File: src/rtl/display_scan_ctrl.sv
// display_scan_ctrl
//   Owns the 8-digit 7-segment indicator: an 8x4-bit digit buffer plus a
//   decimal-point position, updated by valid/ready commands and scanned onto
//   the indicator pins by a prescaled time-multiplexer.
// Parameters
//   DIV    clk cycles per digit slot (2..65535)
//   BLANK  all-off cycles at the start of each slot (< DIV)
// Ports
//   clk              in   system clock, rising edge
//   clear_n          in   asynchronous active-low reset
//   cmd_valid        in   command present
//   cmd_ready        out  command can be accepted (combinational from state)
//   cmd_op           in   00 CLEAR, 01 SHIFT_IN, 10 WRITE, 11 SET_DP
//   cmd_idx          in   digit index for WRITE/SET_DP, 0 = rightmost
//   cmd_value        in   hex digit for SHIFT_IN/WRITE
//   indicator        out  {dp,g,f,e,d,c,b,a}, 1 = lit, registered
//   indicator_choice out  one-hot active-low digit select, registered
// Configuration
//   LEADING_ZERO_BLANK_EN  when defined, leading zero digits (above digit 0
//                          and above the decimal point) are shown dark.

module display_scan_ctrl #(
  parameter int unsigned DIV   = 5000,
  parameter int unsigned BLANK = 2
) (
  input  logic       clk,
  input  logic       clear_n,
  input  logic       cmd_valid,
  output logic       cmd_ready,
  input  logic [1:0] cmd_op,
  input  logic [2:0] cmd_idx,
  input  logic [3:0] cmd_value,
  output logic [7:0] indicator,
  output logic [7:0] indicator_choice
);

  localparam int unsigned PW = 16;

  localparam logic [1:0] OP_CLEAR = 2'b00;
  localparam logic [1:0] OP_SHIFT = 2'b01;
  localparam logic [1:0] OP_WRITE = 2'b10;
  localparam logic [1:0] OP_SETDP = 2'b11;

  typedef enum logic {ST_IDLE, ST_CLR} state_t;

  state_t        r_state;
  logic [3:0]    r_buf [8];
  logic          r_dp_en;
  logic [2:0]    r_dp_pos;
  logic [2:0]    r_clr_cnt;
  logic [PW-1:0] r_presc;
  logic [2:0]    r_scan_idx;
  logic [7:0]    r_ind;
  logic [7:0]    r_choice;

  logic          w_xfer;
  logic [6:0]    w_seg;
  logic          w_dp;

  assign cmd_ready        = (r_state == ST_IDLE);
  assign w_xfer           = cmd_valid & cmd_ready;
  assign indicator        = r_ind;
  assign indicator_choice = r_choice;

  function automatic logic [6:0] hexseg(input logic [3:0] d);
    case (d)
      4'h0: hexseg = 7'h3F;
      4'h1: hexseg = 7'h06;
      4'h2: hexseg = 7'h5B;
      4'h3: hexseg = 7'h4F;
      4'h4: hexseg = 7'h66;
      4'h5: hexseg = 7'h6D;
      4'h6: hexseg = 7'h7D;
      4'h7: hexseg = 7'h07;
      4'h8: hexseg = 7'h7F;
      4'h9: hexseg = 7'h6F;
      4'hA: hexseg = 7'h77;
      4'hB: hexseg = 7'h7C;
      4'hC: hexseg = 7'h39;
      4'hD: hexseg = 7'h5E;
      4'hE: hexseg = 7'h79;
      default: hexseg = 7'h71;
    endcase
  endfunction

  // Command FSM: buffer and decimal-point updates, 8-cycle sequential clear
  always_ff @(posedge clk or negedge clear_n) begin
    if (!clear_n) begin
      r_state   <= ST_IDLE;
      r_dp_en   <= 1'b0;
      r_dp_pos  <= 3'd0;
      r_clr_cnt <= 3'd0;
      for (int i = 0; i < 8; i++) r_buf[i] <= 4'd0;
    end else begin
      case (r_state)
        ST_IDLE: begin
          if (w_xfer) begin
            case (cmd_op)
              OP_WRITE: r_buf[cmd_idx] <= cmd_value;
              OP_SHIFT: begin
                for (int i = 7; i >= 1; i--) r_buf[i] <= r_buf[i-1];
                r_buf[0] <= cmd_value;
                // dp follows its digit; it falls off the left edge with it
                if (r_dp_en && (r_dp_pos < 3'd7)) r_dp_pos <= r_dp_pos + 3'd1;
                else                               r_dp_en  <= 1'b0;
              end
              OP_SETDP: begin
                r_dp_pos <= cmd_idx;
                r_dp_en  <= 1'b1;
              end
              default: begin
                r_state   <= ST_CLR;
                r_clr_cnt <= 3'd0;
                r_dp_en   <= 1'b0;
              end
            endcase
          end
        end
        default: begin
          r_buf[r_clr_cnt] <= 4'd0;
          r_clr_cnt        <= r_clr_cnt + 3'd1;
          if (r_clr_cnt == 3'd7) r_state <= ST_IDLE;
        end
      endcase
    end
  end

`ifdef LEADING_ZERO_BLANK_EN
  logic [7:0] w_blank;

  // Digit i is dark when it and everything left of it are zero and no dp sits at or left of it
  always_comb begin
    logic w_zero_run;
    w_blank    = 8'd0;
    w_zero_run = 1'b1;
    for (int i = 7; i >= 1; i--) begin
      w_zero_run = w_zero_run & (r_buf[i] == 4'd0);
      w_blank[i] = w_zero_run & ~(r_dp_en & (r_dp_pos >= 3'(i)));
    end
  end

  assign w_seg = w_blank[r_scan_idx] ? 7'h00 : hexseg(r_buf[r_scan_idx]);
`else
  assign w_seg = hexseg(r_buf[r_scan_idx]);
`endif

  assign w_dp = r_dp_en & (r_dp_pos == r_scan_idx);

  // Scan: free-running prescaler and digit index, outputs registered one cycle behind
  always_ff @(posedge clk or negedge clear_n) begin
    if (!clear_n) begin
      r_presc    <= '0;
      r_scan_idx <= 3'd0;
      r_ind      <= 8'h00;
      r_choice   <= 8'hFF;
    end else begin
      if (r_presc == PW'(DIV - 1)) begin
        r_presc    <= '0;
        r_scan_idx <= r_scan_idx + 3'd1;
      end else begin
        r_presc <= r_presc + PW'(1);
      end
      if (r_presc < PW'(BLANK)) begin
        r_ind    <= 8'h00;
        r_choice <= 8'hFF;
      end else begin
        r_ind    <= {w_dp, w_seg};
        r_choice <= ~(8'd1 << r_scan_idx);
      end
    end
  end

endmodule

File: config.mk
export PLATFORM = sky130hd
export DESIGN_NAME = display_scan_ctrl
export DESIGN_NICKNAME = d
export VERILOG_FILES = /design/src/rtl/display_scan_ctrl.sv
export SDC_FILE = /design/constraint.sdc
export NUM_CORES = 1
export LEC_CHECK = 0
export CAP_MARGIN = 20
export CORE_MARGIN = 2
export CORE_UTILIZATION = 50
export CTS_CLUSTER_SIZE = 10
export DETAILED_ROUTE_END_ITERATION = 16
export PLACE_DENSITY = 0.77
export SETUP_SLACK_MARGIN = 0.15
export SYNTH_ARGS = -nofsm -noshare
export SYNTH_HDL_FRONTEND = slang
export SYNTH_SLANG_ARGS = --single-unit
File: constraint.sdc
create_clock -name clk -period 2.85 [get_ports clk]
set_input_delay 0.57 -clock clk [delete_from_list [all_inputs] [get_ports clk]]
set_output_delay 0.57 -clock clk [all_outputs]
set_load 0.1 [all_outputs]
==> flow_metrics.tcl, run 1 <==
set metrics [dict create \
    status "completed" \
    drive_above_1_share_pct 17.6 \
    ant_nets 0 \
    cts_max_path_buffers 2 \
    fin_crit_sh_pct 84.1 \
    die_area_mm2 0.00886 \
    async_flop_share_pct 100 \
    synth_seq_cells 75 \
    crit_type "flip-flop to flip-flop" \
    ys_top_cells_by_area "dfrtp_1 (41%), o2bb2ai_1 (6.0%), a22oi_1 (5.5%), ha_1 (5.2%), dfstp_2 (5.2%)" \
    overflow 0 \
    initial_core_util_pct 52.0 \
    cts_tree "built" \
    firstDrtPassIters 5 \
    ys_warn_count 0 \
    synth_area_mm2 0.00406 \
    synthFlopType "dfrtp_1" \
    root_buffer "clkbuf_8" \
    cp_max_fo 12 \
    final_util_pct 59.5 \
    area_growth_pct 14.4 \
    synth-compound-area-share_pct 19.5 \
    synth_cells 378 \
    grt-busiest-layer "met2" \
    n_antenna_cell 0 \
    grt_use_met2_pct 31.8 \
    synth_most_common_cell "dfrtp_1" \
    crit_arrival_ns 2.64 \
    slew_viol_final 0 \
    synth-simple-area-share_pct 14.1 \
    rsz0062_at_grt "no" \
    grt_use_met1_pct 31.2 \
    synthAdderAreaFrac_pct 5.24 \
    wl_per_cell_um 16.7 \
    coreArea_mm2 0.00781 \
    synth.area.mux_share_pct 6.66 \
    n_fill_cell 655 \
    multiInputGateArea_mm2 0.00202 \
    synth_top_area_share_pct 41.3 \
    insertion_delay_ns 0.34 \
    routed_wl_um 8620 \
    gp_congestion 0.892 \
    path_clk_slew_ns 0.08 \
    setup_tns_ns 0 \
    nets 439 \
    grt_first_pass_wirelength_um 14600 \
    drv_cap 0 \
    hold_violations 0 \
    hold_buffers 0 \
    slew_headroom_pct 62.8 \
    vias_per_cell 6.00 \
    hold_class "input port to async pin" \
    drc 0 \
    synth_edf_count 0 \
    dp_hpwl_um 6220 \
    use_met3_pct 3.53 \
    synthesis.nets 407 \
    startpoint_type "flip-flop" \
    fmax_mhz 417 \
    synthTopCellsByCount "dfrtp_1 (67), a22oi_1 (30), nand2_1 (30)" \
    num_vias 3100 \
    synth_xor_area_share_pct 4.10 \
    cts_buffers 9 \
    htree_num_levels 3 \
    num_rows 32 \
    crit_required_ns 3.10 \
    synth_cell_types 57 \
    p_leak_uw 0.00198 \
    synth_top_family_by_area "compound AO/OA/AOI/OAI gates" \
    synth_area_leader_cell "dfrtp_1" \
    power.density_mw_per_mm2 783 \
    syn_area_per_cell_um2 10.7 \
    register_area_mm2 0.00189 \
    min_period_ns 2.40 \
    crit_path_end_kind "flip-flop" \
    fin_skew_ns 0.0112 \
    antenna_found_initial 0 \
    grt_pass1_vias 2898 \
    clock-sinks 75 \
    grtUsageTotal_pct 21.2 \
    worst_pin_slew_ns 0.558 \
    yosysSeqAreaShare_pct 46.5 \
    drtIter0Drc 315 \
    grt_max_degree 30 \
    io_pins 29 \
    die_y_um 94.1 \
    die_w_um 94.1 \
    setup_viol 0 \
    ir_worst_vdd_mv 0.450 \
    io_buffers 28 \
]
[cells by family after synthesis]
logic type                 count (synthesis)
AOI/OAI and AO/OA                        108
and+or+nand+nor                          110
muxes                                     18
adders and majority gates                 17
buffers and inverters                     31
DFF                                       75
xor gates and xnor gates                  19
[timing repair]
action | CTS | global route
setup endpoints to repair | 0 | 1
gates resized for setup | 0 | 1
buffers inserted | 0 | 0
[power breakdown]
group          internal, uW  total (uW)  switching, uW
Clock                   583         976            393
Sequential             1250        1440            195
Combinational           437        1220            784
Total                  2270        3640           1370
[worst paths after layout]
kind / startpoint / end / slack (ns) / cells after the start
max: r_scan_idx[1] / indicator[3] / 0.45 / 7
min: clear_n / r_buf[9] / 0.21 / 1
max reg2reg: r_scan_idx[1] / indicator[3] / 0.45 / 7
min reg2reg: r_buf[3] / r_buf[3] / 0.49 / 1
max in group asynchronous: clear_n / r_presc[15] / 1.84 / 2
min in group clk: r_buf[3] / r_buf[3] / 0.49 / 1
[layout by cell type (no fill, tap or decap), types with 2 or more instances in the layout]
cell	netlist	routed
inv_1	10	10
or2_2	2	2
nand2_1	30	30
o31ai_1	6	6
mux4_2	6	6
nand2b_1	4	4
dfrtp_1	67	66
buf_4	0	30
clkinvlp_4	0	2
xor2_1	9	9
nand3_1	13	13
a211o_1	3	3
a21oi_1	11	11
clkbuf_8	0	9
nand4_1	4	4
and3_1	3	3
dfstp_2	8	8
and3b_1	2	2
nor2_1	29	29
o21ai_1	5	5
nor2b_1	4	3
bufinv_16	0	3
o2bb2ai_1	28	28
nor3b_1	3	3
mux2i_1	9	9
nor3_1	3	3
xnor2_1	10	10
clkdlybuf4s50_1	0	10
a22oi_1	30	30
ha_1	17	17
o21ai_0	15	15
[registers in the layout (all words and copies together), names as in the netlist]
name / count
indicator: 8
r_buf: 32
r_dp_en: 1
r_state: 1
r_presc: 16
r_clr_cnt: 3
r_scan_idx: 3
r_dp_pos: 3
indicator_choice: 8
[layout make-up]
class	instances	share of cell area [%]
Multi-Input combinational cell	272	43.4
Sequential cell	75	40.6
Timing Repair Buffer	41	7.11
Clock buffer	10	2.75
Tap cell	102	2.75
Clock inverter	6	2.45
Inverter	11	0.889
[worst max-delay path, cell delays in order, from the launching register on]
cell	delay (ns)
dfrtp_2	0.56
mux4_2	0.55
mux2i_1	0.21
inv_1	0.16
ha_1	0.22
a21boi_0	0.14
a2111o_1	0.39
o31ai_1	0.08
[metrics by stage]
stage,setup slack (ns),std cells,hold slack (ns),power [uW],cell area [um^2]
3_5_place_dp,0.296,501,0.475,2670,4400
4_1_cts,0.286,517,0.226,3660,4640
2_1_floorplan,0.576,378,0.274,2340,4060
3_3_place_gp,0.346,501,0.467,2630,4400
6_report,0.453,517,0.208,3640,4650
5_1_grt,0.300,517,0.249,3840,4650
[layer usage]
layer	part of all wire [%]	routed length, um
met1	47	4040
met4	1.1	99
met2	46	3950
met3	6.1	528
met5	0	0
(Power assumes the default switching activity.)
==> run 2, diff against run 1 <==
==> constraint.sdc (replaced) <==
create_clock -name clk -period 2.3 [get_ports clk]
set_input_delay 0.46 -clock clk [delete_from_list [all_inputs] [get_ports clk]]
set_output_delay 0.46 -clock clk [all_outputs]
set_load 0.1 [all_outputs]
==> flow_metrics.tcl, run 2 (synthesis gave the netlist of run 1 again) <==
set metrics [dict create \
    setup_viol 0 \
    grt_pass1_vias 2963 \
    drc 0 \
    grt_max_degree 76 \
    crit_required_ns 2.56 \
    finalNonFillerCells 527 \
    crit_start "r_scan_idx[1]" \
    slew_headroom_pct 62.9 \
    ant_nets 0 \
    num_rows 32 \
    cp_max_fo 5 \
    final_cell_mix "dfrtp_1 (65), buf_4 (38), nand2_1 (30), nor2_1 (29), a22oi_1 (29)" \
    clock-sinks 75 \
    hold_class "input port to async pin" \
    htree_num_levels 3 \
    max_stage_delay_ns 0.55 \
    drtIter0Drc 174 \
    fin_crit_sh_pct 93.2 \
    num_vias 3156 \
    cts_tree "built" \
    gp_congestion 0.949 \
    final_common_cell "dfrtp_1" \
    cts_max_path_buffers 2 \
    die_w_um 94.1 \
    die_area_mm2 0.00886 \
    path_clk_slew_ns 0.09 \
    grtUsageTotal_pct 21.5 \
    n_antenna_cell 0 \
    crit_type "flip-flop to flip-flop" \
    nets 449 \
    coreArea_mm2 0.00781 \
    routed_wl_um 9000 \
    io_pins 29 \
    power.density_mw_per_mm2 924 \
    dp_hpwl_um 6320 \
    crit_arrival_ns 2.41 \
    cts_buffers 9 \
    ir_worst_vdd_mv 0.583 \
    setup_tns_ns 0 \
    power_uw 4380 \
    place_inst 509 \
    min_period_ns 2.14 \
    wl_per_cell_um 17.1 \
    path_cells "mux4_2 > mux2i_4 > inv_2 > ha_2 > a21boi_4 > a2111o_1 > o31ai_1" \
    r2r-start "r_scan_idx[1]" \
    insertion_delay_ns 0.36 \
    drive_above_1_share_pct 21.9 \
    vias_per_cell 5.99 \
    hold_violations 0 \
    io_buffers 28 \
    rsz0062_at_grt "yes" \
    hold_buffers 0 \
    die_y_um 94.1 \
    initial_core_util_pct 52.0 \
    grt_first_pass_wirelength_um 14600 \
    area_growth_pct 16.6 \
    crit_path_end_kind "flip-flop" \
    drv_cap 0 \
    antenna_found_initial 0 \
    cp_slowest_cell "mux4_2" \
    largest_reg_flops 32 \
    slew_viol_final 0 \
    top_regs "r_buf x32, r_presc x16" \
    grt_use_met1_pct 29.7 \
    p_leak_uw 0.00200 \
    worst_pin_slew_ns 0.555 \
    fmax_mhz 466 \
    overflow 0 \
    startpoint_type "flip-flop" \
    firstDrtPassIters 5 \
    status "completed" \
    grt_use_met2_pct 32.6 \
    use_met3_pct 4.33 \
    top_register "r_buf" \
    root_buffer "clkbuf_8" \
    fin_skew_ns 0.0130 \
    grt-busiest-layer "met2" \
]
run 2: path summary, 6_finish.rpt:
| kind | to | slack (ns) | depth (start not counted) |
|---|---|---|---|
| setup / recovery | indicator[3] | 0.16 | 7 |
| hold / removal | r_clr_cnt[0] | 0.09 | 2 |
| min in group clk | r_presc[0] | 0.49 | 1 |
| max in group asynchronous | indicator_choice[2] | 1.84 | 2 |
| setup reg to reg | indicator[3] | 0.16 | 7 |
| hold reg to reg | r_presc[0] | 0.49 | 1 |
run 2: timing repair:
action / in CTS / in global routing
setup endpoints to repair: 3 / 6
pin swaps: 0 / 1
buffers inserted: 0 / 2
resized for setup: 1 / 8
run 2: through the flow:
stage                     utilization (%)  hold WS (ns)  instance area [um^2]  worst slack [ns]
after global routing                 60.7         0.127                  4740            0.0576
after CTS                            60.2         0.120                  4700             0.176
after detailed placement             57.8         0.471                  4510             0.108
final                                60.7        0.0924                  4740             0.156
after global placement               57.8         0.475                  4510             0.144
after floorplan                         -         0.164                  4090             0.159
run 2: critical path: cells and delay by family (launching register included):
kind | cells | cell delay, ns
flops | 1 | 0.45
fa+ha+maj | 1 | 0.19
compound gates | 3 | 0.62
mux | 2 | 0.72
buf+inv | 1 | 0.08
run 2: layer usage:
metal  wire length, um  share of wire (%)
met5                 0                  0
met3               552                6.1
met2              4170                 46
met1              4020                 45
met4               257                2.9
run 2: report_power, final:
part / internal [uW] / switching, uW / total, uW
sequential: 1540 / 253 / 1800
clock: 410 / 551 / 961
combinational: 609 / 1010 / 1620
total: 2560 / 1810 / 4380
run 2: cell type report:
cell class / count / area, um^2
clock inverters: 7 / 60.1
inverters: 11 / 41.3
flip-flops and latches: 75 / 1890
well taps: 102 / 128
repair buffers: 51 / 430
multi-input cells: 272 / 2060
clock buffers: 9 / 124
fillers: 640 / 3070
